`config.mk`:
```
export PLATFORM = sky130hd
export DESIGN_NAME = mem_access_ctrl
export DESIGN_NICKNAME = d
export VERILOG_FILES = /design/src/rtl/mem_access_ctrl_pkg.sv /design/src/rtl/mem_access_ctrl_align.sv /design/src/rtl/mem_access_ctrl.sv
export SDC_FILE = /design/constraint.sdc
export NUM_CORES = 1
export LEC_CHECK = 0
export BUFFER_PORTS_ARGS = -buffer_cell sky130_fd_sc_hd__buf_2
export CAP_MARGIN = 20
export CORE_MARGIN = 4
export CORE_UTILIZATION = 54
export CTS_BUF_LIST = sky130_fd_sc_hd__clkbuf_8 sky130_fd_sc_hd__clkbuf_16
export DETAILED_ROUTE_END_ITERATION = 10
export MAX_ROUTING_LAYER = met4
export PLACE_DENSITY = 0.86
export REMOVE_ABC_BUFFERS = 1
export SYNTH_ARGS = -nofsm -noshare
export SYNTH_HDL_FRONTEND = slang
export SYNTH_HIERARCHICAL = 1
export SYNTH_SLANG_ARGS = --single-unit
```
`constraint.sdc`:
```
create_clock -name clk -period 4.8 [get_ports clk]
set_input_delay 0.72 -clock clk [delete_from_list [all_inputs] [get_ports clk]]
set_output_delay 0.72 -clock clk [all_outputs]
set_load 0.02 [all_outputs]
```
`src/rtl/mem_access_ctrl_pkg.sv`:
```
// Shared encodings for the memory access controller: access sizes, FSM states,
// watchdog default and the alignment rule used to reject requests up front.
package mem_access_ctrl_pkg;

  typedef enum logic [1:0] {
    SZ_BYTE = 2'b00,
    SZ_HALF = 2'b01,
    SZ_WORD = 2'b10,
    SZ_RSVD = 2'b11
  } size_e;

  typedef enum logic [1:0] {
    ST_IDLE = 2'b00,
    ST_REQ  = 2'b01,
    ST_WAIT = 2'b10,
    ST_DONE = 2'b11
  } state_e;

  localparam int unsigned MAX_WAIT_DEFAULT = 255;

  // The reserved size encoding is treated as a misaligned access.
  function automatic logic is_misaligned(input logic [1:0] size, input logic [1:0] lsb);
    case (size)
      SZ_BYTE: return 1'b0;
      SZ_HALF: return lsb[0];
      SZ_WORD: return lsb != 2'b00;
      default: return 1'b1;
    endcase
  endfunction

endpackage

```
`src/rtl/mem_access_ctrl_align.sv`:
```
// Byte-lane steering: store strobes and data replication, and load data
// extraction with zero/sign extension. Purely combinational.
module mem_align
  import mem_access_ctrl_pkg::*;
(
  input  logic        we_i,
  input  logic [1:0]  size_i,
  input  logic [1:0]  lsb_i,
  input  logic        signed_i,
  input  logic [31:0] wdata_i,
  input  logic [31:0] rdata_i,
  output logic [3:0]  wstrb_o,
  output logic [31:0] wdata_o,
  output logic [31:0] rdata_o
);

  logic [7:0]  rd_byte;
  logic [15:0] rd_half;

  function automatic logic [31:0] ext8(input logic [7:0] b, input logic sgn);
    return sgn ? {{24{b[7]}}, b} : {24'h0, b};
  endfunction

  function automatic logic [31:0] ext16(input logic [15:0] h, input logic sgn);
    return sgn ? {{16{h[15]}}, h} : {16'h0, h};
  endfunction

  // Aligned accesses only reach here, so lane selection equals the addr*8 shift.
  assign rd_byte = rdata_i[{lsb_i, 3'b000} +: 8];
  assign rd_half = rdata_i[{lsb_i[1], 4'b0000} +: 16];

  always_comb begin
    wstrb_o = 4'b0000;
    wdata_o = wdata_i;
    rdata_o = rdata_i;
    case (size_i)
      SZ_BYTE: begin
        wstrb_o = 4'b0001 << lsb_i;
        wdata_o = {4{wdata_i[7:0]}};
        rdata_o = ext8(rd_byte, signed_i);
      end
      SZ_HALF: begin
        wstrb_o = lsb_i[1] ? 4'b1100 : 4'b0011;
        wdata_o = {2{wdata_i[15:0]}};
        rdata_o = ext16(rd_half, signed_i);
      end
      default: begin
        wstrb_o = 4'b1111;
      end
    endcase
    if (!we_i) begin
      wstrb_o = 4'b0000;
    end
  end

endmodule

```
`src/rtl/mem_access_ctrl.sv`:
```
// MEM-stage access controller: captures an EX-stage load/store, runs the SRAM
// address/data handshake while stalling the pipeline, and returns aligned data.
module mem_access_ctrl
  import mem_access_ctrl_pkg::*;
#(
  parameter int unsigned MAX_WAIT = MAX_WAIT_DEFAULT
) (
  input  logic        clk,
  input  logic        rst,
  input  logic        req_valid,
  input  logic        req_we,
  input  logic [1:0]  req_size,
  input  logic        req_signed,
  input  logic [31:0] req_addr,
  input  logic [31:0] req_wdata,
  output logic        stallreq,
  output logic        resp_valid,
  output logic [31:0] resp_rdata,
  output logic        resp_err,
  output logic        sram_req,
  output logic        sram_wr,
  output logic [1:0]  sram_size,
  output logic [3:0]  sram_wstrb,
  output logic [31:0] sram_addr,
  output logic [31:0] sram_wdata,
  input  logic        sram_addr_ok,
  input  logic        sram_data_ok,
  input  logic [31:0] sram_rdata
);

  localparam int unsigned CNT_W = (MAX_WAIT < 2) ? 1 : $clog2(MAX_WAIT + 1);

  state_e            state_q, state_d;
  logic [31:0]       addr_q, addr_d;
  logic [1:0]        size_q, size_d;
  logic              we_q, we_d;
  logic              sgn_q, sgn_d;
  logic [31:0]       wdata_q, wdata_d;
  logic [31:0]       rdata_q, rdata_d;
  logic              err_q, err_d;
  logic [CNT_W-1:0]  cnt_q, cnt_d, cnt_inc;
  logic              wd_hit, done_ok;
  logic              stall, sreq, rvalid, rerr;
  logic [3:0]        al_wstrb;
  logic [31:0]       al_wdata, al_rdata;

  assign cnt_inc = cnt_q + CNT_W'(1);
  assign wd_hit  = (MAX_WAIT != 0) && (cnt_inc == CNT_W'(MAX_WAIT));

  always_comb begin
    state_d = state_q;
    addr_d  = addr_q;
    size_d  = size_q;
    we_d    = we_q;
    sgn_d   = sgn_q;
    wdata_d = wdata_q;
    rdata_d = rdata_q;
    err_d   = err_q;
    cnt_d   = cnt_q;
    done_ok = 1'b0;
    stall   = 1'b0;
    sreq    = 1'b0;
    rvalid  = 1'b0;
    rerr    = 1'b0;
    unique case (state_q)
      ST_IDLE: begin
        if (req_valid) begin
          if (is_misaligned(req_size, req_addr[1:0])) begin
            rerr = 1'b1;
          end else begin
            addr_d  = req_addr;
            size_d  = req_size;
            we_d    = req_we;
            sgn_d   = req_signed;
            wdata_d = req_wdata;
            err_d   = 1'b0;
            cnt_d   = '0;
            stall   = 1'b1;
            state_d = ST_REQ;
          end
        end
      end
      ST_REQ, ST_WAIT: begin
        stall   = 1'b1;
        sreq    = (state_q == ST_REQ);
        cnt_d   = cnt_inc;
        // data_ok only counts once the address phase has been accepted
        done_ok = sram_data_ok && ((state_q == ST_WAIT) || sram_addr_ok);
        if (done_ok) begin
          rdata_d = sram_rdata;
          state_d = ST_DONE;
        end else if (wd_hit) begin
          err_d   = 1'b1;
          state_d = ST_DONE;
        end else if ((state_q == ST_REQ) && sram_addr_ok) begin
          state_d = ST_WAIT;
        end
      end
      ST_DONE: begin
        rvalid  = 1'b1;
        rerr    = err_q;
        state_d = ST_IDLE;
      end
      default: state_d = ST_IDLE;
    endcase
  end

  always_ff @(posedge clk or negedge rst) begin
    if (!rst) begin
      state_q <= ST_IDLE;
      addr_q  <= '0;
      size_q  <= '0;
      we_q    <= 1'b0;
      sgn_q   <= 1'b0;
      wdata_q <= '0;
      rdata_q <= '0;
      err_q   <= 1'b0;
      cnt_q   <= '0;
    end else begin
      state_q <= state_d;
      addr_q  <= addr_d;
      size_q  <= size_d;
      we_q    <= we_d;
      sgn_q   <= sgn_d;
      wdata_q <= wdata_d;
      rdata_q <= rdata_d;
      err_q   <= err_d;
      cnt_q   <= cnt_d;
    end
  end

  mem_align u_align (
    .we_i     (we_q),
    .size_i   (size_q),
    .lsb_i    (addr_q[1:0]),
    .signed_i (sgn_q),
    .wdata_i  (wdata_q),
    .rdata_i  (rdata_q),
    .wstrb_o  (al_wstrb),
    .wdata_o  (al_wdata),
    .rdata_o  (al_rdata)
  );

  // IDLE outputs follow req_valid combinationally, so gate them with reset too.
  assign stallreq   = rst & stall;
  assign resp_err   = rst & rerr;
  assign resp_valid = rst & rvalid;
  assign resp_rdata = (rst && rvalid && !err_q && !we_q) ? al_rdata : 32'h0;
  assign sram_req   = rst & sreq;
  assign sram_wr    = we_q;
  assign sram_size  = size_q;
  assign sram_addr  = addr_q;
  assign sram_wstrb = al_wstrb;
  assign sram_wdata = al_wdata;

endmodule

```
==> reports/results.txt, run 1 <==
Distinct cells, synth: 54
Top_reg_cell synth: dfrtp_1
Crit Path Max Fanout: 16
Area share of and/or/nand/nor cells after synthesis: 10.48%
Final core occ: 67.09%
# hold bufs at CTS: 0
Lkg Pwr: 3.540 nW
Required time of the critical path: 4.08 ns
Mapped cell area: 5969 um2
Dpl cells: 828
Gate Count Post-Synth: 515
Total GRT Usage: 25.31%
PortBufs: 211
Outcome: finished, final reports clean
VDD IR max: 451.7 uV
Critical Path AT: 2.94 ns
Main combinational cell family by area after synthesis: multiplexers
Max Freq: 273.0 MHz
Worst slew pin tran: 0.9560 ns
Fraction of layout cells with a size suffix above 1: 52.77%
Fill count: 796
Layout Cells excl Fill: 849
CTS tree: yes
Delay-heaviest family, CP: simple AND/OR/NAND/NOR gates
Tightest Hold Check Type: in -> async
Post-CTS setup buffer count: 0
Mapped Avg Cell Area: 11.59 um2
Post-Synth XOR/XNOR Area: 0.2934%
Compound-Gate Fraction of Synth Area: 11.30%
Pin count of the biggest net entering global routing: 81
Clk slew on worst S/H paths: 0.11 ns
Core area: 10840 um2
WP buf/inv: 2
CP cell instances: inv_1, nor3_1, a221o_1, and2_1, buf_2
First-pass GRT wire length: 24.83 mm
Power, Total: 5.310 mW
Leading post-synthesis cells by cell area: dfrtp_1, mux2_2, and2_1
Cell with the most instances after synthesis: mux2_2
Die footprint: 12800 um2
Leading cell types by count after synthesis: mux2_2, dfrtp_1, a21oi_1
Via count: 4841
Num Clock Sinks: 111
Worst reg2reg startpoint: state_q[1]$_DFFE_PN0P_
Rel. slew slack: 35.78%
GRT Residual Overflow: 0
CTS Buf Count: 9
RSZ-0062 raised after global routing: false
Pwr/cell area: 730.1 nW/um2
Initial antenna violation count: 4
Vias in the first global route: 5008
Synth warn: 6
Sequential-to-total area share from yosys stat: 46.53%
Clk buf depth: 2
Pins Over Slew Limit: 0
Post-CTS Resized: 0
Routed WL: 15.67 mm
First drt pass iteration count: 5
Final net count: 812
Crit share post-route: 76.31%
Worst-skew pair later-pin latency: 0.39 ns
Antenna viol nets, final: 0
Height of the chip: 113.1 um
Final setup viols: 0
Routed WL per cell: 18.45 um
Largest area contributor in the netlist: dfrtp_1
Post-Synth Adder-Cell Area: 1.467%
IO Pins: 212
Area share of the largest cell type after synthesis: 46.53%
Setup crit start kind: flip-flop
Critical-path top delay cell: nor3_1
Multiplexer area fraction after synthesis: 25.40%
Area grow syn2layout: 21.84%
Final hold vios: 0
Clk_skew: 0.009845 ns
Placer's final routability congestion estimate: 0.8581
CTS root buffer: clkbuf_8
Critical path type: reg -> out
Max-Cap Viols: 0
Aggregate negative setup slack: 0 ns
Row cnt: 38
Fraction of registers with async set/reset: 100.0%
Yosys reg bits: 111
DRC: 0
Minimum clock period: 3.663 ns
Crit path launch: sram_addr[1]$_DFFE_PN0P_
Initial cell density of the core: 55.07%
Post-synth EDFFs: 0
Detailed-placement wirelength estimate: 11.55 mm
DR vias/cell: 5.702
Die X-Extent: 113.1 um
Crit-path max cell delay: 0.85 ns
WHS: 0.2565 ns
DR iter-0 viols: 320
Htree depth: 3
CP endpoint kind: primary output
cell families (layout without fill, tap and decap cells):
family	after synthesis	count (layout)
other	0	4
adders and majority gates	7	7
muxes	135	135
xor gates and xnor gates	2	2
buffers and inverters	51	241
DFF	111	111
AOI/OAI and AO/OA	101	101
and+or+nand+nor	108	108
routing by layer:
metal,GRT usage [%],wire [um],up-vias
met1,29.41,6193,2369
met4,12.02,642,0
met3,5.668,998,48
li1,-,-,2219
met5,-,0,-
met2,41.75,7831,205
state kept, by name, summed over array words and instances, names as in the netlist:
register   flops
sram_addr     32
cnt_q          8
state_q        2
sram_size      2
wdata_q       32
sgn_q          1
err_q          1
rdata_q       32
sram_wr        1
final cells by class:
| type | instances | area (um2) | area share (%) |
|---|---|---|---|
| sequential | 111 | 2779 | 38.21 |
| antenna | 4 | 10.01 | 0.1376 |
| inverter | 6 | 22.52 | 0.3097 |
| clock inverter | 7 | 85.08 | 1.170 |
| clock buffer | 9 | 123.9 | 1.703 |
| tap | 140 | 175.2 | 2.408 |
| multi-input combinational | 353 | 2935 | 40.36 |
| timing repair buffer | 219 | 1142 | 15.71 |
path summary, 6_finish.rpt:
check | depth (start not counted) | end | slack (ns)
max in group asynchronous | 3 | wdata_q[3]$_DFFE_PN0P_ | 3.61
max | 5 | resp_rdata[6] | 1.14
min in group clk | 1 | wdata_q[23]$_DFFE_PN0P_ | 0.51
max reg2reg | 5 | wdata_q[30]$_DFFE_PN0P_ | 2.58
min | 1 | rdata_q[15]$_DFFE_PN0P_ | 0.26
min reg2reg | 1 | wdata_q[23]$_DFFE_PN0P_ | 0.51
power breakdown:
| group | switching (mW) | leakage (nW) | internal, mW |
|---|---|---|---|
| clock | 0.347 | 0.108 | 0.255 |
| combinational | 1.61 | 2.09 | 1.29 |
| sequential | 0.426 | 1.34 | 1.38 |
| total | 2.38 | 3.54 | 2.93 |
placed cells by master, fill, tap and decap left out, types with 2 or more instances in the layout:
| master | netlist | layout |
|---|---|---|
| buf_2 | 18 | 210 |
| mux2_2 | 118 | 118 |
| dfrtp_1 | 111 | 110 |
| a21oi_1 | 37 | 37 |
| and2_1 | 36 | 36 |
| nor2_1 | 21 | 21 |
| o21ai_0 | 20 | 20 |
| nand2_1 | 19 | 19 |
| mux2i_1 | 15 | 15 |
| a221o_1 | 14 | 14 |
| clkbuf_8 | 0 | 9 |
| ha_1 | 7 | 7 |
| buf_4 | 9 | 7 |
| a22o_1 | 7 | 7 |
| inv_1 | 6 | 6 |
| nor2b_1 | 6 | 6 |
| inv_6 | 0 | 5 |
| diode_2 | 0 | 4 |
| o21a_1 | 4 | 4 |
| nor3b_1 | 4 | 3 |
| nor3_1 | 3 | 3 |
| nand3_1 | 3 | 3 |
| a31oi_1 | 3 | 3 |
| nor3_2 | 2 | 2 |
| o211ai_1 | 2 | 2 |
| xnor2_1 | 2 | 2 |
| nor4_2 | 2 | 2 |
| and4b_1 | 2 | 2 |
stage by stage:
stage | setup slack [ns] | instance area [um2]
6_report | 1.137 | 7273
2_1_floorplan | 1.037 | 5722
3_5_place_dp | 1.578 | 7027
3_3_place_gp | 1.653 | 7015
4_1_cts | 1.123 | 7236
5_1_grt | 0.8818 | 7273
worst register-to-register path, stage by stage (launching register included):
cell and delay (ns):
dfrtp_1 0.46, inv_1 0.10, ha_1 0.29, o211ai_4 0.12
buf_4 0.69, mux2_2 0.45
(Power assumes the default switching activity.)
==> inputs of run 2 (changes only) <==
Settings changed: ABC_AREA set to 1, CORE_UTILIZATION 54 to 51, PLACE_DENSITY 0.86 to 0.81.
Clock period 4.8 ns to 3.4 ns, I/O delays scaled along.
==> run 2 against run 1 <==
  * Non-clock buffer count is 1 higher
  * Clock power is 59% higher
  * Total power increased by 47%
  * Hold slack better by 0.055 ns
  * Register-to-register slack got worse by 1.2 ns
  * Critical endpoint is now resp_rdata[10]
  * Design area rose by 3.5%
  * Critical path depth rose by 2
  * Die area is 9.8% higher
  * Critical path type unchanged
  * Utilization shrank 4.4 points
  * Worst setup slack worse by 0.54 ns
  * Global-route usage is 1.9 points lower
==> reports/results.txt, run 2 <==
Num Clock Sinks: 111
Mapped Avg Cell Area: 9.742 um2
Antenna viol nets, final: 0
DR iter-0 viols: 350
Critical path depth: 7
Post-CTS setup buffer count: 0
Height of the chip: 118.6 um
Initial antenna violation count: 1
Largest area contributor in the netlist: dfrtp_1
Area grow syn2layout: 20.71%
Yosys reg bits: 111
Setup crit start kind: flip-flop
CP endpoint kind: primary output
PortBufs: 211
VDD IR max: 550.9 uV
Clk_skew: 0.008221 ns
Critical-path top delay cell: dfrtp_1
Mapped cell area: 6235 um2
DR vias/cell: 5.115
Crit share post-route: 82.57%
Pin count of the biggest net entering global routing: 73
Max Freq: 356.2 MHz
Layout Cells excl Fill: 988
Outcome: finished, final reports clean
Clk slew on worst S/H paths: 0.07 ns
FF-to-FF End: rdata_q[2]$_DFFE_PN0P_
Core area: 12010 um2
Dpl cells: 972
Synth warn: 6
Fill count: 1014
Critical Path AT: 2.30 ns
Worst-skew pair later-pin latency: 0.34 ns
Worst reg2reg startpoint: state_q[0]$_DFFE_PN0P_
Leading cell types by count after synthesis: nand2_1, dfrtp_1, mux2_4
Final hold vios: 0
# hold bufs at CTS: 0
Final net count: 948
Post-synth EDFFs: 0
CTS Buf Count: 9
Most frequent cell on the critical path: inv_1
Post-CTS Resized: 0
Die X-Extent: 118.6 um
Routed WL per cell: 15.84 um
Detailed-placement wirelength estimate: 11.89 mm
Crit path launch: sram_size[1]$_DFFE_PN0P_
Placed Area: 7257 um2
Placer's final routability congestion estimate: 0.9287
Clk buf depth: 2
Vias in the first global route: 5010
Top_reg_cell synth: dfrtp_1
First-pass GRT wire length: 25.43 mm
Cell with the most instances after synthesis: nand2_1
Routed WL: 15.65 mm
DRC: 0
Final setup viols: 0
Commonest non-fill, non-tap cell in the layout: buf_2
Sequential-to-total area share from yosys stat: 44.55%
Minimum clock period: 2.807 ns
Max-Cap Viols: 0
Pins Over Slew Limit: 0
Total GRT Usage: 23.37%
IO Pins: 212
Fraction of layout cells with a size suffix above 1: 43.10%
Crit Path Max Fanout: 16
Initial cell density of the core: 51.91%
CP cell instances: inv_1, o21ai_2, nand2_1, nand3_1, inv_1, nor2_1, buf_2
Aggregate negative setup slack: 0 ns
CTS tree: yes
Delay-heaviest family, CP: flip-flops
First drt pass iteration count: 4
Gate Count Post-Synth: 640
Tightest Hold Check Type: in -> async
Lkg Pwr: 4.220 nW
Crit-path max cell delay: 0.77 ns
Via count: 5054
Rel. slew slack: 52.64%
Worst slew pin tran: 0.7103 ns
Pwr/cell area: 1034 nW/um2
Htree depth: 3
Required time of the critical path: 2.89 ns
GRT Residual Overflow: 0
WP buf/inv: 3
Die footprint: 14060 um2
Final worst-path setup slack: 0.5927 ns
CTS root buffer: clkbuf_16
Leading post-synthesis cells by cell area: dfrtp_1, mux2_4, nand2_1
Row cnt: 40
Most frequent cells in the layout: buf_2, nand2_1, dfrtp_1
FF-to-FF path depth: 6
Place WS: 0.9429 ns
Worst setup endpoint: resp_rdata[10]
Design Area, Final: 7526 um2
Distinct cells, synth: 38
Area share of the largest cell type after synthesis: 44.55%
RSZ-0062 raised after global routing: false
R2R setup slack: 1.40 ns
Fraction of registers with async set/reset: 100.0%
Critical path type: reg -> out
==> run 2: per-stage QoR <==
stage	util, %	hold slack, ns	total power, mW
finish	62.66	0.3119	7.781
global route	62.66	0.3764	8.371
CTS	62.64	0.3377	7.829
detailed placement	60.42	0.4864	6.848
global placement	60.42	0.4895	6.741
floorplan	-	0.2144	5.483
==> run 2: worst min path at each step <==
stage	endpoint
floorplan	cnt_q[0]$_DFFE_PN0P_
global placement	rdata_q[0]$_DFFE_PN0P_
detailed placement	sram_addr[23]$_DFFE_PN0P_
CTS	rdata_q[14]$_DFFE_PN0P_
global route	rdata_q[28]$_DFFE_PN0P_
finish	rdata_q[28]$_DFFE_PN0P_
==> run 2: cells by family after synthesis <==
logic type | share of synthesized area (%)
and+or+nand+nor | 20.95
AOI/OAI and AO/OA | 3.131
DFF | 44.55
adders and majority gates | 1.405
buffers and inverters | 8.951
muxes | 21.01
==> run 2: layout make-up <==
| type | instances | area [um2] | area share [%] |
|---|---|---|---|
| multi-input combinational | 426 | 2899 | 38.52 |
| clock inverter | 5 | 27.53 | 0.3658 |
| inverter | 68 | 257.7 | 3.425 |
| sequential | 111 | 2778 | 36.91 |
| tap | 147 | 183.9 | 2.444 |
| antenna | 1 | 2.502 | 0.03325 |
| clock buffer | 10 | 239.0 | 3.175 |
| timing repair buffer | 220 | 1139 | 15.13 |
==> run 2: power breakdown <==
group	total [mW]	switching [mW]	internal, mW
Clock	0.959	0.453	0.507
Combinational	4.27	2.48	1.79
Sequential	2.56	0.568	1.99
Total	7.78	3.50	4.28
==> run 2: worst register-to-register path: stages, from the launching register on <==
cell and delay (ns):
dfrtp_1 0.43, inv_1 0.09, ha_1 0.21, or2_2 0.31, nand3_2 0.06, buf_4 0.38
mux2_2 0.41
==> run 2: metal layers <==
| layer | up-vias | track usage (%) | wire length (um) |
|---|---|---|---|
| met4 | 0 | 8.834 | 371 |
| met2 | 230 | 37.02 | 7458 |
| met5 | - | - | 0 |
| li1 | 2457 | - | - |
| met3 | 29 | 4.498 | 1303 |
| met1 | 2338 | 29.94 | 6512 |
